===== src/rtl/lc3_pkg.sv =====
// Shared LC-3 control definitions: opcodes, FSM state encodings, the
// datapath mux select encodings and the control-vector struct that the
// decoder hands to the FSM top.
package lc3_pkg;

  // Opcodes, IR[15:12]
  localparam logic [3:0] OP_BR   = 4'b0000;
  localparam logic [3:0] OP_ADD  = 4'b0001;
  localparam logic [3:0] OP_LD   = 4'b0010;
  localparam logic [3:0] OP_ST   = 4'b0011;
  localparam logic [3:0] OP_JSR  = 4'b0100;
  localparam logic [3:0] OP_AND  = 4'b0101;
  localparam logic [3:0] OP_LDR  = 4'b0110;
  localparam logic [3:0] OP_STR  = 4'b0111;
  localparam logic [3:0] OP_RTI  = 4'b1000;
  localparam logic [3:0] OP_NOT  = 4'b1001;
  localparam logic [3:0] OP_LDI  = 4'b1010;
  localparam logic [3:0] OP_STI  = 4'b1011;
  localparam logic [3:0] OP_JMP  = 4'b1100;
  localparam logic [3:0] OP_RES  = 4'b1101;
  localparam logic [3:0] OP_LEA  = 4'b1110;
  localparam logic [3:0] OP_TRAP = 4'b1111;

  // EXEC is shared by all single-cycle ops (ALU, BR, JMP, LEA); the
  // decoder picks the strobes from the opcode.
  typedef enum logic [4:0] {
    S_IDLE   = 5'd0,
    S_FETCH0 = 5'd1,
    S_FETCH1 = 5'd2,
    S_FETCH2 = 5'd3,
    S_DECODE = 5'd4,
    S_EXEC   = 5'd5,
    S_JSR0   = 5'd6,
    S_JSR1   = 5'd7,
    S_ADDR   = 5'd8,
    S_MEMRD  = 5'd9,
    S_IND    = 5'd10,
    S_WB     = 5'd11,
    S_SDATA  = 5'd12,
    S_SWR    = 5'd13,
    S_HALT   = 5'd14
  } state_e;

  // selPC
  localparam logic [1:0] SELPC_INC = 2'b00;
  localparam logic [1:0] SELPC_EAB = 2'b01;
  localparam logic [1:0] SELPC_BUS = 2'b10;
  // selEAB2
  localparam logic [1:0] EAB2_ZERO  = 2'b00;
  localparam logic [1:0] EAB2_OFF6  = 2'b01;
  localparam logic [1:0] EAB2_OFF9  = 2'b10;
  localparam logic [1:0] EAB2_OFF11 = 2'b11;
  // aluControl
  localparam logic [1:0] ALU_ADD  = 2'b00;
  localparam logic [1:0] ALU_AND  = 2'b01;
  localparam logic [1:0] ALU_NOT  = 2'b10;
  localparam logic [1:0] ALU_PASS = 2'b11;
  // selMDR
  localparam logic SELMDR_BUS = 1'b0;
  localparam logic SELMDR_MEM = 1'b1;

  typedef struct packed {
    logic       selMAR;
    logic [1:0] selPC;
    logic       selEAB1;
    logic [1:0] selEAB2;
    logic [1:0] aluControl;
    logic       selMDR;
    logic [2:0] DR;
    logic [2:0] SR1;
    logic [2:0] SR2;
    logic       ldPC;
    logic       ldIR;
    logic       ldMAR;
    logic       ldMDR;
    logic       regWE;
    logic       flagWE;
    logic       memWE;
    logic       enaMARM;
    logic       enaPC;
    logic       enaALU;
    logic       enaMDR;
    logic       halted;
  } ctrl_t;

  // LDR/STR form their address from a base register, the rest from PC.
  function automatic logic is_base_reg(input logic [3:0] op);
    return (op == OP_LDR) || (op == OP_STR);
  endfunction

endpackage


===== src/rtl/lc3_ctrl_decode.sv =====
// Purely combinational map from (state, IR, N/Z/P, memory-ready) to the
// full datapath control vector.
//   state_i    : current FSM state
//   ir_i       : instruction register
//   n_i/z_i/p_i: condition flags
//   mem_done_i : last cycle of a FETCH1/MEMRD wait
//   ctrl_o     : control vector (selects, loads, writes, bus enables)
module lc3_ctrl_decode
  import lc3_pkg::*;
(
  input  state_e      state_i,
  input  logic [15:0] ir_i,
  input  logic        n_i,
  input  logic        z_i,
  input  logic        p_i,
  input  logic        mem_done_i,
  output ctrl_t       ctrl_o
);

  logic [3:0] op;
  logic       br_taken;
  // IR[5:3] (imm flag / imm5 high bits) is consumed by the datapath only
  logic       unused_ir;

  assign op        = ir_i[15:12];
  assign br_taken  = (ir_i[11] & n_i) | (ir_i[10] & z_i) | (ir_i[9] & p_i);
  assign unused_ir = ^ir_i[5:3];

  always_comb begin
    ctrl_o = '0;
    unique case (state_i)
      S_FETCH0: begin
        ctrl_o.enaPC = 1'b1;
        ctrl_o.ldMAR = 1'b1;
        ctrl_o.selPC = SELPC_INC;
        ctrl_o.ldPC  = 1'b1;
      end
      S_FETCH1, S_MEMRD: begin
        ctrl_o.selMDR = SELMDR_MEM;
        ctrl_o.ldMDR  = mem_done_i;
      end
      S_FETCH2: begin
        ctrl_o.enaMDR = 1'b1;
        ctrl_o.ldIR   = 1'b1;
      end
      S_EXEC: begin
        unique case (op)
          OP_ADD, OP_AND, OP_NOT: begin
            ctrl_o.DR     = ir_i[11:9];
            ctrl_o.SR1    = ir_i[8:6];
            ctrl_o.SR2    = ir_i[2:0];
            ctrl_o.aluControl = (op == OP_ADD) ? ALU_ADD :
                                (op == OP_AND) ? ALU_AND : ALU_NOT;
            ctrl_o.enaALU = 1'b1;
            ctrl_o.regWE  = 1'b1;
            ctrl_o.flagWE = 1'b1;
          end
          OP_BR: begin
            if (br_taken) begin
              ctrl_o.selEAB1 = 1'b0;
              ctrl_o.selEAB2 = EAB2_OFF9;
              ctrl_o.selPC   = SELPC_EAB;
              ctrl_o.ldPC    = 1'b1;
            end
          end
          OP_JMP: begin
            ctrl_o.SR1     = ir_i[8:6];
            ctrl_o.selEAB1 = 1'b1;
            ctrl_o.selEAB2 = EAB2_ZERO;
            ctrl_o.selPC   = SELPC_EAB;
            ctrl_o.ldPC    = 1'b1;
          end
          OP_LEA: begin
            ctrl_o.selEAB1 = 1'b0;
            ctrl_o.selEAB2 = EAB2_OFF9;
            ctrl_o.selMAR  = 1'b1;
            ctrl_o.enaMARM = 1'b1;
            ctrl_o.DR      = ir_i[11:9];
            ctrl_o.regWE   = 1'b1;
            ctrl_o.flagWE  = 1'b1;
          end
          default: ;
        endcase
      end
      S_JSR0: begin
        ctrl_o.enaPC = 1'b1;
        ctrl_o.DR    = 3'd7;
        ctrl_o.regWE = 1'b1;
      end
      S_JSR1: begin
        // JSRR reads the base register after R7 was overwritten in JSR0,
        // so JSRR R7 lands on the return address.
        if (ir_i[11]) begin
          ctrl_o.selEAB1 = 1'b0;
          ctrl_o.selEAB2 = EAB2_OFF11;
        end else begin
          ctrl_o.selEAB1 = 1'b1;
          ctrl_o.SR1     = ir_i[8:6];
          ctrl_o.selEAB2 = EAB2_ZERO;
        end
        ctrl_o.selPC = SELPC_EAB;
        ctrl_o.ldPC  = 1'b1;
      end
      S_ADDR: begin
        ctrl_o.selMAR  = 1'b1;
        ctrl_o.enaMARM = 1'b1;
        ctrl_o.ldMAR   = 1'b1;
        if (is_base_reg(op)) begin
          ctrl_o.selEAB1 = 1'b1;
          ctrl_o.SR1     = ir_i[8:6];
          ctrl_o.selEAB2 = EAB2_OFF6;
        end else begin
          ctrl_o.selEAB1 = 1'b0;
          ctrl_o.selEAB2 = EAB2_OFF9;
        end
      end
      S_IND: begin
        ctrl_o.enaMDR = 1'b1;
        ctrl_o.ldMAR  = 1'b1;
      end
      S_WB: begin
        ctrl_o.enaMDR = 1'b1;
        ctrl_o.DR     = ir_i[11:9];
        ctrl_o.regWE  = 1'b1;
        ctrl_o.flagWE = 1'b1;
      end
      S_SDATA: begin
        ctrl_o.SR1        = ir_i[11:9];
        ctrl_o.aluControl = ALU_PASS;
        ctrl_o.enaALU     = 1'b1;
        ctrl_o.selMDR     = SELMDR_BUS;
        ctrl_o.ldMDR      = 1'b1;
      end
      S_SWR:  ctrl_o.memWE  = 1'b1;
      S_HALT: ctrl_o.halted = 1'b1;
      default: ;
    endcase
  end

endmodule


===== src/rtl/lc3_control_fsm.sv =====
// Multi-cycle LC-3 control unit: state register, memory wait counter and
// LDI/STI indirect flag; the control vector comes from lc3_ctrl_decode.
//   clk, reset (async, active-low), run (leave IDLE)
//   IR, N/Z/P          : from datapath
//   sel*/aluControl/DR/SR1/SR2 : datapath mux selects and register addresses
//   ld*/regWE/flagWE/memWE     : load/write strobes
//   ena*                       : bus tri-state enables (at most one high)
//   halted, state              : status / debug
module lc3_control_fsm
  import lc3_pkg::*;
#(
  parameter int MEM_LAT = 1
) (
  input  logic        clk,
  input  logic        reset,
  input  logic        run,
  input  logic [15:0] IR,
  input  logic        N,
  input  logic        Z,
  input  logic        P,
  output logic        selMAR,
  output logic [1:0]  selPC,
  output logic        selEAB1,
  output logic [1:0]  selEAB2,
  output logic [1:0]  aluControl,
  output logic        selMDR,
  output logic [2:0]  DR,
  output logic [2:0]  SR1,
  output logic [2:0]  SR2,
  output logic        ldPC,
  output logic        ldIR,
  output logic        ldMAR,
  output logic        ldMDR,
  output logic        regWE,
  output logic        flagWE,
  output logic        memWE,
  output logic        enaMARM,
  output logic        enaPC,
  output logic        enaALU,
  output logic        enaMDR,
  output logic        halted,
  output logic [4:0]  state
);

  localparam logic [2:0] WAIT_LAST = 3'(MEM_LAT - 1);

  state_e     state_q, state_d;
  logic [2:0] wait_q, wait_d;
  logic       ind_q, ind_d;
  logic       mem_wait, mem_done;
  logic [3:0] op;
  ctrl_t      ctrl, ctrl_g;

  assign op       = IR[15:12];
  assign mem_wait = (state_q == S_FETCH1) || (state_q == S_MEMRD);
  assign mem_done = mem_wait && (wait_q == WAIT_LAST);

  always_ff @(posedge clk or negedge reset) begin
    if (!reset) begin
      state_q <= S_IDLE;
      wait_q  <= '0;
      ind_q   <= 1'b0;
    end else begin
      state_q <= state_d;
      wait_q  <= wait_d;
      ind_q   <= ind_d;
    end
  end

  // Counter runs only while waiting; any other state zeroes it, so it is
  // already clear on every entry to FETCH1/MEMRD.
  assign wait_d = (mem_wait && !mem_done) ? wait_q + 3'd1 : 3'd0;

  always_comb begin
    state_d = state_q;
    ind_d   = ind_q;
    unique case (state_q)
      S_IDLE:   if (run) state_d = S_FETCH0;
      S_FETCH0: state_d = S_FETCH1;
      S_FETCH1: if (mem_done) state_d = S_FETCH2;
      S_FETCH2: state_d = S_DECODE;
      S_DECODE: begin
        ind_d = 1'b0;
        unique case (op)
          OP_ADD, OP_AND, OP_NOT, OP_BR, OP_JMP, OP_LEA: state_d = S_EXEC;
          OP_JSR:                                        state_d = S_JSR0;
          OP_LD, OP_LDR, OP_LDI, OP_ST, OP_STR, OP_STI:  state_d = S_ADDR;
          default:                                       state_d = S_HALT;
        endcase
      end
      S_EXEC:   state_d = S_FETCH0;
      S_JSR0:   state_d = S_JSR1;
      S_JSR1:   state_d = S_FETCH0;
      S_ADDR:   state_d = (op == OP_ST || op == OP_STR) ? S_SDATA : S_MEMRD;
      S_MEMRD: begin
        // First pass of LDI/STI fetches the pointer; everything else
        // (including the second LDI pass) has the data.
        if (mem_done)
          state_d = (ind_q || op == OP_LD || op == OP_LDR) ? S_WB : S_IND;
      end
      S_IND: begin
        ind_d   = 1'b1;
        state_d = (op == OP_STI) ? S_SDATA : S_MEMRD;
      end
      S_WB:     state_d = S_FETCH0;
      S_SDATA:  state_d = S_SWR;
      S_SWR:    state_d = S_FETCH0;
      S_HALT:   state_d = S_HALT;
      default:  state_d = S_IDLE;
    endcase
  end

  lc3_ctrl_decode u_decode (
    .state_i    (state_q),
    .ir_i       (IR),
    .n_i        (N),
    .z_i        (Z),
    .p_i        (P),
    .mem_done_i (mem_done),
    .ctrl_o     (ctrl)
  );

  // Kill strobes combinationally while reset is low so nothing can fire
  // in the sliver before the state register settles.
  assign ctrl_g = reset ? ctrl : '0;

  assign selMAR     = ctrl_g.selMAR;
  assign selPC      = ctrl_g.selPC;
  assign selEAB1    = ctrl_g.selEAB1;
  assign selEAB2    = ctrl_g.selEAB2;
  assign aluControl = ctrl_g.aluControl;
  assign selMDR     = ctrl_g.selMDR;
  assign DR         = ctrl_g.DR;
  assign SR1        = ctrl_g.SR1;
  assign SR2        = ctrl_g.SR2;
  assign ldPC       = ctrl_g.ldPC;
  assign ldIR       = ctrl_g.ldIR;
  assign ldMAR      = ctrl_g.ldMAR;
  assign ldMDR      = ctrl_g.ldMDR;
  assign regWE      = ctrl_g.regWE;
  assign flagWE     = ctrl_g.flagWE;
  assign memWE      = ctrl_g.memWE;
  assign enaMARM    = ctrl_g.enaMARM;
  assign enaPC      = ctrl_g.enaPC;
  assign enaALU     = ctrl_g.enaALU;
  assign enaMDR     = ctrl_g.enaMDR;
  assign halted     = ctrl_g.halted;
  assign state      = state_q;

endmodule


===== config.mk =====
export PLATFORM = sky130hd
export DESIGN_NAME = lc3_control_fsm
export DESIGN_NICKNAME = d
export VERILOG_FILES = /design/src/rtl/lc3_pkg.sv /design/src/rtl/lc3_ctrl_decode.sv /design/src/rtl/lc3_control_fsm.sv
export SDC_FILE = /design/constraint.sdc
export NUM_CORES = 1
export LEC_CHECK = 0
export ABC_AREA = 1
export BUFFER_PORTS_ARGS = -buffer_cell sky130_fd_sc_hd__buf_2
export CAP_MARGIN = 10
export CELL_PAD_IN_SITES_DETAIL_PLACEMENT = 1
export CELL_PAD_IN_SITES_GLOBAL_PLACEMENT = 1
export CORE_ASPECT_RATIO = 1.1
export CORE_MARGIN = 1
export CORE_UTILIZATION = 34
export DETAILED_ROUTE_END_ITERATION = 8
export GPL_TIMING_DRIVEN = 1
export PLACE_DENSITY_LB_ADDON = 0.1
export SLEW_MARGIN = 5
export SYNTH_ARGS = -nofsm -noshare
export SYNTH_HDL_FRONTEND = slang
export SYNTH_HIERARCHICAL = 1
export SYNTH_SLANG_ARGS = --single-unit

===== constraint.sdc =====
create_clock -name clk -period 3.68 [get_ports clk]
set_input_delay 0.736 -clock clk [delete_from_list [all_inputs] [get_ports clk]]
set_output_delay 0.736 -clock clk [all_outputs]
set_load 0.02 [all_outputs]

==> results of run 1 <==
==> kinds of logic (layout without fill, tap and decap cells) <==
family | Yosys count | in the layout | share of synthesized area, %
AND/OR/NAND/NOR | 188 | 188 | 54.0
AO/OA/AOI/OAI | 22 | 22 | 8.25
buffers and inverters | 83 | 130 | 21.8
flip-flops | 8 | 8 | 13.2
other | 2 | 6 | 0.495
XOR/XNOR | 1 | 1 | 0.578
adder cells (fa/ha/maj) | 2 | 2 | 1.65
==> layout make-up <==
type | count | area, µm²
inverter | 76 | 285
multi-input combinational | 219 | 1000
timing repair buffer | 51 | 255
clock buffer | 3 | 41.3
fill | 663 | 2430
tap | 54 | 67.6
sequential | 8 | 200
==> per-stage QoR <==
step / setup WS, ps / utilization (%) / hold slack (ps) / total power [µW]
after floorplan: 1320 / - / 430 / 572
after global placement: 954 / 42.2 / 451 / 714
final: 983 / 43.2 / 453 / 837
after global routing: 740 / 43.2 / 479 / 933
after detailed placement: 941 / 42.2 / 452 / 725
after CTS: 939 / 43.2 / 458 / 846
==> worst paths after layout <==
check,startpoint,endpoint,slack (ps),cells after the start
max,IR[14],enaMARM,980,8
min,wait_q[0],wait_q[0],450,1
max reg2reg,state[2],state[0],2240,9
min reg2reg,wait_q[0],wait_q[0],450,1
max in group asynchronous,reset,state[3],2710,1
min in group asynchronous,reset,ind_q,530,1
==> cells in the mapped netlist, drive strengths merged <==
cell type	instances	area share (%)
nand2	102	26
inv	76	19
nor2	46	14
nand3	33	12
o21ai	12	4.2
dfrtp	8	13
a21oi	5	1.6
nand4	5	2.1
buf	4	2.2
clkbuf	3	0.74
conb	2	0.50
ha	2	1.6
nor3	2	0.66
o22ai	2	0.82
a22oi	1	0.50
o211ai	1	0.50
o32ai	1	0.58
xnor2	1	0.58
==> sequential cells by signal (all words and copies together) (netlist names) <==
name	count
state	4
wait_q	3
ind_q	1
==> power breakdown <==
group / switching (µW) / total [µW] / internal (µW)
clock network: 40.8 / 112 / 71.4
registers: 75.7 / 190 / 114
logic: 367 / 535 / 168
==> critical path, stage by stage <==
cell and delay (ps):
buf_2 220, nand2_1 150, inv_1 100, nand3_1 110
o21ai_0 320, nand2_1 90, inv_1 70, buf_2 150
==> cells in the final DEF, fill, tap and decap left out, drive strengths merged <==
master and instances:
a21oi 5, nand3 33, dfrtp 8, nand2 102, nand4 5, o211ai 1, o21ai 12, a22oi 1
nor3 2, conb 6, inv 76, nor2 46, clkbuf 3, o32ai 1, ha 2, o22ai 2
xnor2 1, buf 51
==> per-layer routing <==
metal	vias to the layer above	global-route usage [%]	share of wire, %
met5	-	0	0
met1	862	24.4	45
met2	34	39.9	51
met4	0	8.21	1.9
met3	9	1.42	2.6
li1	1008	-	-
==> impl_results.md, run 1 <==
- Clock buffer count from CTS: 3
- Post-CTS Hold Buffers: 0
- Largest net degree at the start of global routing: 39
- Starting density of the core: 35.4%
- Finished Layout Cells: 411
- Post-route cell area: 0.00185 mm²
- # Post-CTS Setup Buffers: 0
- Die height: 72.0 µm
- #FFs+latches synth: 8
- Placed cell areas: 0.00181 mm²
- Critical path peak fanout: 13
- Vias/cell: 4.65
- Setup_tns: 0 ps
- Count of final setup violators: 0
- Vias: 1,913
- Detailed Routing Iterations Pass 1: 3
- Post-Syn Area: 0.00152 mm²
- Layout cells sized above 1: 20.2%
- First-pass GRT wire length: 8000 µm
- Final HPWL DP: 3670 µm
- Core Region: 0.00429 mm²
- Htree depth: 1
- Die width: 65.7 µm
- Wirelength, routed: 4570 µm
- Slew HR: 55.5%
- Rows: 25
- Synth warnings: 6
- Seq/Total Area, Yosys: 13.2%
- Synth-to-layout area growth: 22.0%
- Clock Latency Late Sink: 240 ps
- Min Clock Period, post-route: 2700 ps
- Worst-Margin Slew: 667 ps
- Dpl cells: 408
- Synthesized area per cell: 4.96 µm²
- CTS tree: built
- Post-CTS resize count: 0
- Root Buffer: clkbuf_8
- Tcrit/Tclk final: 73.3%
- Via count of the first global-routing pass: 1,887
- Fin. Hold Viols: 0
- DR WL/cell: 11.1 µm
- Crit path kind: in2out
- Maximum vdd drop: 0.387 mV
- Worst EP arrival: 1960 ps
- Clk slew on worst S/H paths: 40 ps
- Die area: 0.00473 mm²
- Max Buffers Root-to-Sink: 2
- Initial drt markers: 34
- LEAKAGE: 0.00132 µW
- Crit. End Element: output port
- Fin nets: 383
- CP Data Required Time: 2940 ps
- FMAX: 0.371 GHz
- Unrepaired setup endpoints after global routing: false
- Antenna diodes: 0
- Worst Skew: 3.38 ps
- Max-cap violations: 0
- Crit start category: input pin
- Clock sink count: 8
- I/O pins: 57
- Slew Limit Fails: 0
- Gpl congestion: 0.793
- Number of antenna violations at the first check in global routing: 0
- Global-route usage over all layers: 21.2%
- Gr ovfl total: 0
- Status: finished clean
- Antenna viol nets, final: 0
- Port bufs: 51
- Residual DRC: 0
- Gate Count Post-Synth: 306
- Count of different cell masters after synthesis: 26
- PD cells: 452 mW/mm²
- Hold Crit Class: reg2reg
Note: power is estimated with default switching activity, not from simulation.
==> run 2: changes to the inputs <==
Settings changed: CORE_UTILIZATION 34 to 31.
Clock period 3.68 ns to 2.6 ns, I/O delays scaled along.
==> run 2 against run 1 <==
Flip-flop and latch count unchanged; worst hold slack worse by 180 ps; clock skew up 2.2 ps; clock power up 39%; utilization shrank 3.1 points; first-iteration DRC count shrank 18%; critical path depth unchanged; clock-buffer cell count did not move; routed wire length is 1.2% lower; sequential share of layout area hardly changed; non-clock buffer count up 3; largest cell class unchanged; highest routed layer unchanged.
==> impl_results.md, run 2 (synthesis gave the netlist of run 1 again) <==
- WP buf/inv: 3 (-1)
- Initial drt markers: 28 (-18%)
- Tot Pwr: 1190 µW (+43%)
- FF-to-FF End: state[0]
- Worst reg2reg setup slack: 1170 ps (-1070 ps)
- Synth-to-layout area growth: 23.8%
- Gpl congestion: 0.807 (+1.8%)
- Root Buffer: clkbuf_8
- Detailed Routing Iterations Pass 1: 4 (+1)
- Largest net degree at the start of global routing: 35 (-10%)
- FMAX: 0.418 GHz
- Number of antenna violations at the first check in global routing: 0 (unchanged)
- # Post-CTS Setup Buffers: 0 (unchanged)
- Via count of the first global-routing pass: 1,742 (-7.7%)
- Post-Route M1 WL: 2070 µm (+1.6%)
- Max FFs per register: 4 (unchanged)
- Gr ovfl total: 0 (unchanged)
- Internal power: 516 µW (+46%)
- Crit-path max cell delay: 490 ps (+170 ps)
- Core Region: 0.00468 mm² (+9.3%)
- Final HPWL DP: 3720 µm (+1.4%)
- Clock Latency Late Sink: 240 ps (about the same)
- CTS tree: built
- Die width: 68.7 µm (+4.6%)
- Fin nets: 386 (+0.78%)
- Post-CTS resize count: 0 (unchanged)
- Htree depth: 1 (unchanged)
- Clock power share: 13.0% (-0.4 points)
- Crit path max-delay family: simple AND/OR/NAND/NOR gates
- Clock buffer count from CTS: 3 (unchanged)
- Die area: 0.00518 mm² (+9.4%)
- Area taken by flip-flops and latches: 203 µm² (+1.2%)
- Vias/cell: 4.53 (-2.6%)
- Unrepaired setup endpoints after global routing: false
- First-pass GRT wire length: 7600 µm (-5.1%)
- Worst Skew: 5.60 ps (+2.22 ps)
- Count of final setup violators: 0 (unchanged)
- Area of the multi-input gates: 0.00100 mm² (unchanged)
- Switch share: 56.8% (-0.98 points)
- Layout cells sized above 1: 21.4% (+1.2 points)
- Max-cap violations: 0 (unchanged)
- Dpl cells: 413 (+1.2%)
- Clock sink count: 8 (unchanged)
- Tcrit/Tclk final: 92.0%
- Rows: 26 (+4.0%)
- Reg-to-reg critical path startpoint: state[0]
- Wirelength, routed: 4520 µm (-1.2%)
- Crit. End Element: output port
- Critical path peak fanout: 10 (-3)
- Global-route usage over all layers: 19.1% (-2.2 points)
- Residual DRC: 0 (unchanged)
- Maximum vdd drop: 0.493 mV (+27%)
- Clk slew on worst S/H paths: 50 ps (about the same)
- Commonest non-fill, non-tap cell in the layout: nand2_1
- Setup_tns: 0 ps (unchanged)
- Commonest cells after routing, fill and taps aside: 99 x nand2_1, 73 x inv_1, 51 x buf_2
- Crit path kind: reg2out
- Logic pwr share: 65.8% (+1.9 points)
- Worst-Margin Slew: 567 ps (-99.6 ps)
- Post-CTS Hold Buffers: 0 (unchanged)
- PD cells: 636 mW/mm² (+41%)
- NetSw: 678 µW (+40%)
- Antenna viol nets, final: 0 (unchanged)
- Vias: 1,885 (-1.5%)
- Status: finished clean
- Wire length on met2: 2240 µm (-3.9%)
- DR WL/cell: 10.9 µm (-2.4%)
- Worst EP arrival: 1870 ps (-90 ps)
- Top sig layer: met4
- Met3 wire len: 160 µm (+36%)
- Min Clock Period, post-route: 2390 ps
- Finished Layout Cells: 416 (+1.2%)
- Die height: 75.4 µm (+4.6%)
- Worst path cell trace: inv_1 -> nand2_1 -> nor2_4 -> nand3_4 -> nor2_1 -> nand2_1 -> inv_1 -> buf_2
- Slowest CP cell: dfrtp_1
- Hold Crit Class: in2async
- Port bufs: 51 (unchanged)
- Slew HR: 62.2% (+6.6 points)
- Slew Limit Fails: 0 (unchanged)
- LEAKAGE: 0.00133 µW (+0.84%)
- Starting density of the core: 32.4% (-3.0 points)
- Worst R2R Path Depth: 8 (-1)
- Final-layout fill cell count: 728 (+9.8%)
- Max Buffers Root-to-Sink: 2 (unchanged)
- CP Data Required Time: 2080 ps (-860 ps)
- Fin. Hold Viols: 0 (unchanged)
- I/O pins: 57 (unchanged)
- Antenna diodes: 0 (unchanged)
- Crit start category: flip-flop
- Seq pwr share: 21.2% (-1.5 points)
[run 2: final cells by class]
cell class | instances | area share (%)
Multi-Input combinational cell | 219 | 53.3
Inverter | 76 | 15.2
Sequential cell | 8 | 10.8
Timing Repair Buffer | 54 | 14.8
Clock buffer | 3 | 2.20
Tap cell | 56 | 3.73
[run 2: layer usage]
| layer | GRT usage (%) | up-vias |
|---|---|---|
| met5 | 0 | - |
| met4 | 4.17 | 0 |
| met3 | 1.35 | 5 |
| met2 | 35.6 | 36 |
| met1 | 23.5 | 826 |
| li1 | - | 1018 |
[run 2: how the worst max path moves through the flow]
stage / startpoint / endpoint / slack [ps] / cells after the start
floorplan: state[0] / selMAR / 540 / 7
global placement: IR[14] / enaMARM / 330 / 8
detailed placement: IR[14] / enaMARM / 320 / 8
CTS: state[2] / SR1[0] / 160 / 9
global route: state[1] / selEAB2[1] / 3 / 8
finish: state[1] / SR2[1] / 210 / 8
[run 2: stage by stage]
step / hold slack (ps) / cell area [µm²] / utilization, % / setup WS [ps]
global placement: 453 / 1830 / 39.2 / 332
global route: 320 / 1880 / 40.1 / 2.54
floorplan: 224 / 1530 / - / 542
CTS: 295 / 1880 / 40.0 / 164
detailed placement: 457 / 1830 / 39.2 / 324
finish: 278 / 1880 / 40.1 / 209
[run 2: power by group through the flow]
| stage | Combinational (µW) | Clock [µW] | Sequential, µW |
|---|---|---|---|
| after CTS | 799 | 160 | 250 |
| after global routing | 921 | 166 | 264 |
| after floorplan | 533 | 0 | 277 |
| after detailed placement | 795 | 0 | 252 |
| final | 785 | 156 | 253 |
| after global placement | 781 | 0 | 250 |
==> run 3: changes to the inputs <==
Settings changed: ABC_AREA 1 to not set, CORE_UTILIZATION 31 to 34.
==> run 3 against run 2 <==
The run now ends with negative setup slack left; routed wire length is 4.5% lower; sequential power fell by 26%; flip-flop and latch count unchanged; worst setup slack worse by 280 ps; largest power group unchanged; highest routed layer unchanged.
==> impl_results.md, run 3 <==
- Max Buffers Root-to-Sink: 2 (unchanged)
- Post-Syn Area: 0.00142 mm² (-6.7%)
- Hold Crit Class: in2async
- Slowest CP cell: or4_4
- Count of different cell masters after synthesis: 59 (+130%)
- Seq/Total Area, Yosys: 14.1% (+0.95 points)
- Maximum vdd drop: 0.479 mV (-2.9%)
- CP Data Required Time: 2080 ps (about the same)
- Unrepaired setup endpoints after global routing: true
- Synth cell count leaders: 33 x and2_1, 16 x nand2_1, 14 x nor2_1, 11 x o21ai_0, 9 x a21oi_1
- Worst Skew: 2.04 ps (-3.57 ps)
- Detailed Routing Iterations Pass 1: 4 (unchanged)
- DP Worst Slack: 148 ps (-177 ps)
- Final Core Density: 45.7% (+5.6 points)
- Number of flops mapped to enable cells by yosys: 0 (unchanged)
- Die height: 69.7 µm (-7.6%)
- I/O pins: 57 (unchanged)
- Rows: 24 (-7.7%)
- Fin nets: 273 (-29%)
- Residual DRC: 0 (unchanged)
- Clock buffer count from CTS: 3 (unchanged)
- Root Buffer: clkbuf_8
- Vias/cell: 5.28 (+16%)
- Die width: 63.5 µm (-7.5%)
- Crit-path max cell delay: 530 ps (+40 ps)
- Largest area contributor in the netlist: and2_1
- Critical path peak fanout: 4 (-6)
- Antenna diodes: 0 (unchanged)
- Crit start category: flip-flop
- Ys flop type: dfrtp_1
- Clock Latency Late Sink: 240 ps (about the same)
- Slew Limit Fails: 0 (unchanged)
- Number of antenna violations at the first check in global routing: 0 (unchanged)
- #FFs+latches synth: 8 (unchanged)
- Post-synth ARST share: 100% (unchanged)
- Synth warnings: 6 (unchanged)
- Wirelength, routed: 4320 µm (-4.5%)
- Synthesized area per cell: 7.22 µm² (+46%)
- Max-cap violations: 0 (unchanged)
- Failing checks: negative setup slack
- Fin. Hold Viols: 0 (unchanged)
- Starting density of the core: 35.7% (+3.3 points)
- Antenna viol nets, final: 0 (unchanged)
- Synth-to-layout area growth: 28.1%
- FMAX: 0.374 GHz (-11%)
- Global-route usage over all layers: 20.3% (+1.2 points)
- Finished Layout Cells: 300 (-28%)
- CTS tree: built
- Min Clock Period, post-route: 2680 ps (+284 ps)
- LEAKAGE: 0.000889 µW (-33%)
- Max FFs per register: 4 (unchanged)
- Initial drt markers: 33 (+18%)
- Largest net degree at the start of global routing: 36 (+2.9%)
- Commonest non-fill, non-tap cell in the layout: buf_2
- Count leader, synth: and2_1
- Clock sink count: 8 (unchanged)
- Worst EP arrival: 2160 ps (+290 ps)
- Layout cells sized above 1: 37.5% (+16 points)
- Post-CTS Hold Buffers: 0 (unchanged)
- First-pass GRT wire length: 7240 µm (-4.7%)
- PD cells: 721 mW/mm² (+13%)
- Crit path kind: reg2out
- Commonest cells after routing, fill and taps aside: 46 x buf_2, 31 x and2_1, 16 x nand2_1
- Final HPWL DP: 3200 µm (-14%)
- Vias: 1,583 (-16%)
- Top cell type's share of synthesized area: 14.6% (-9.9 points)
- DR WL/cell: 14.4 µm (+32%)
- Dpl cells: 295 (-29%)
- Port bufs: 51 (unchanged)
- Htree depth: 1 (unchanged)
- Gr ovfl total: 0 (unchanged)
- Die area: 0.00442 mm² (-15%)
- Worst path cell trace: or3b_4 -> or4_4 -> o2111ai_4 -> a22o_1 -> and2_1 -> buf_6
- Via count of the first global-routing pass: 1,516 (-13%)
- Tcrit/Tclk final: 103% (+11 points)
- Core Region: 0.00396 mm² (-15%)
- Count of final setup violators: 3 (+3)
- Gpl congestion: 0.801 (-0.72%)
- Synth area leaders: and2_1 15%, dfrtp_1 14%, buf_6 5.6%
- Clk slew on worst S/H paths: 50 ps (about the same)
- Crit. End Element: output port
- Final WS setup: -75.0 ps (-284 ps)
- Status: complete, but fails checks
- Gate Count Post-Synth: 196 (-36%)
- Setup_tns: -208 ps (-208 ps)
## run 3: metrics by stage
stage / hold WS (ps) / area (µm²) / total power, µW
final: 234 / 1810 / 1310
after floorplan: 224 / 1420 / 922
after global routing: 275 / 1810 / 1420
after detailed placement: 464 / 1680 / 1100
after global placement: 462 / 1680 / 1080
after CTS: 247 / 1770 / 1280
## run 3: cell families (layout without fill, tap and decap cells)
kind of cell	Yosys count	in the layout	share of synthesized area, %
flip-flops	8	8	14.1
multiplexers	2	2	1.59
AND/OR/NAND/NOR	108	108	45.8
adder cells (fa/ha/maj)	2	2	1.77
XOR/XNOR	2	2	1.24
AO/OA/AOI/OAI	48	48	23.0
other	2	3	0.531
buffers and inverters	24	75	11.9
## run 3: final timing paths
check,startpoint,end,slack (ps),depth (start not counted)
min in group clk,wait_q[0],wait_q[0],470,1
min reg2reg,wait_q[0],wait_q[0],470,1
min,reset,wait_q[1],230,1
max reg2reg,state[3],state[0],1000,7
max in group asynchronous,reset,state[2],1900,2
max,state[3],SR1[0],-80,6
## run 3: power breakdown
| group | total [µW] | switching [µW] | internal, µW |
|---|---|---|---|
| clock network | 166 | 58.7 | 107 |
| logic | 955 | 581 | 374 |
| registers | 187 | 20.7 | 166 |
| total | 1310 | 661 | 647 |
## run 3: critical path: cells and delay by family (launching register included)
family,cells,cell delay [ps]
AO/OA/AOI/OAI,2,390
buffers and inverters,1,120
AND/OR/NAND/NOR,3,1030
flip-flops,1,370
## run 3: area by class of cell
cell class / instances / area [µm²]
Multi-Input combinational cell: 165 / 1090
Timing Repair Buffer: 63 / 380
Inverter: 8 / 30.0
Fill cell: 544 / 2150
Clock buffer: 4 / 45.0
Sequential cell: 8 / 201
Tap cell: 52 / 65.1
## run 3: layer usage
layer  vias to the layer above  GRT usage [%]  share of wire (%)
met1                       750           25.5                 45
met2                        38           36.9                 52
li1                        788              -                  -
met4                         0           5.30                1.0
met5                         -              0                  0
met3                         7           1.15                2.4
## run 3: repair_timing
item | CTS | global route
pin swaps | 1 | 1
hold endpoints to repair | 0 | 0
endpoints found under the setup margin | 6 | 9
gates resized for setup | 11 | 9
buffers inserted | 0 | 1
gates cloned | 0 | 0
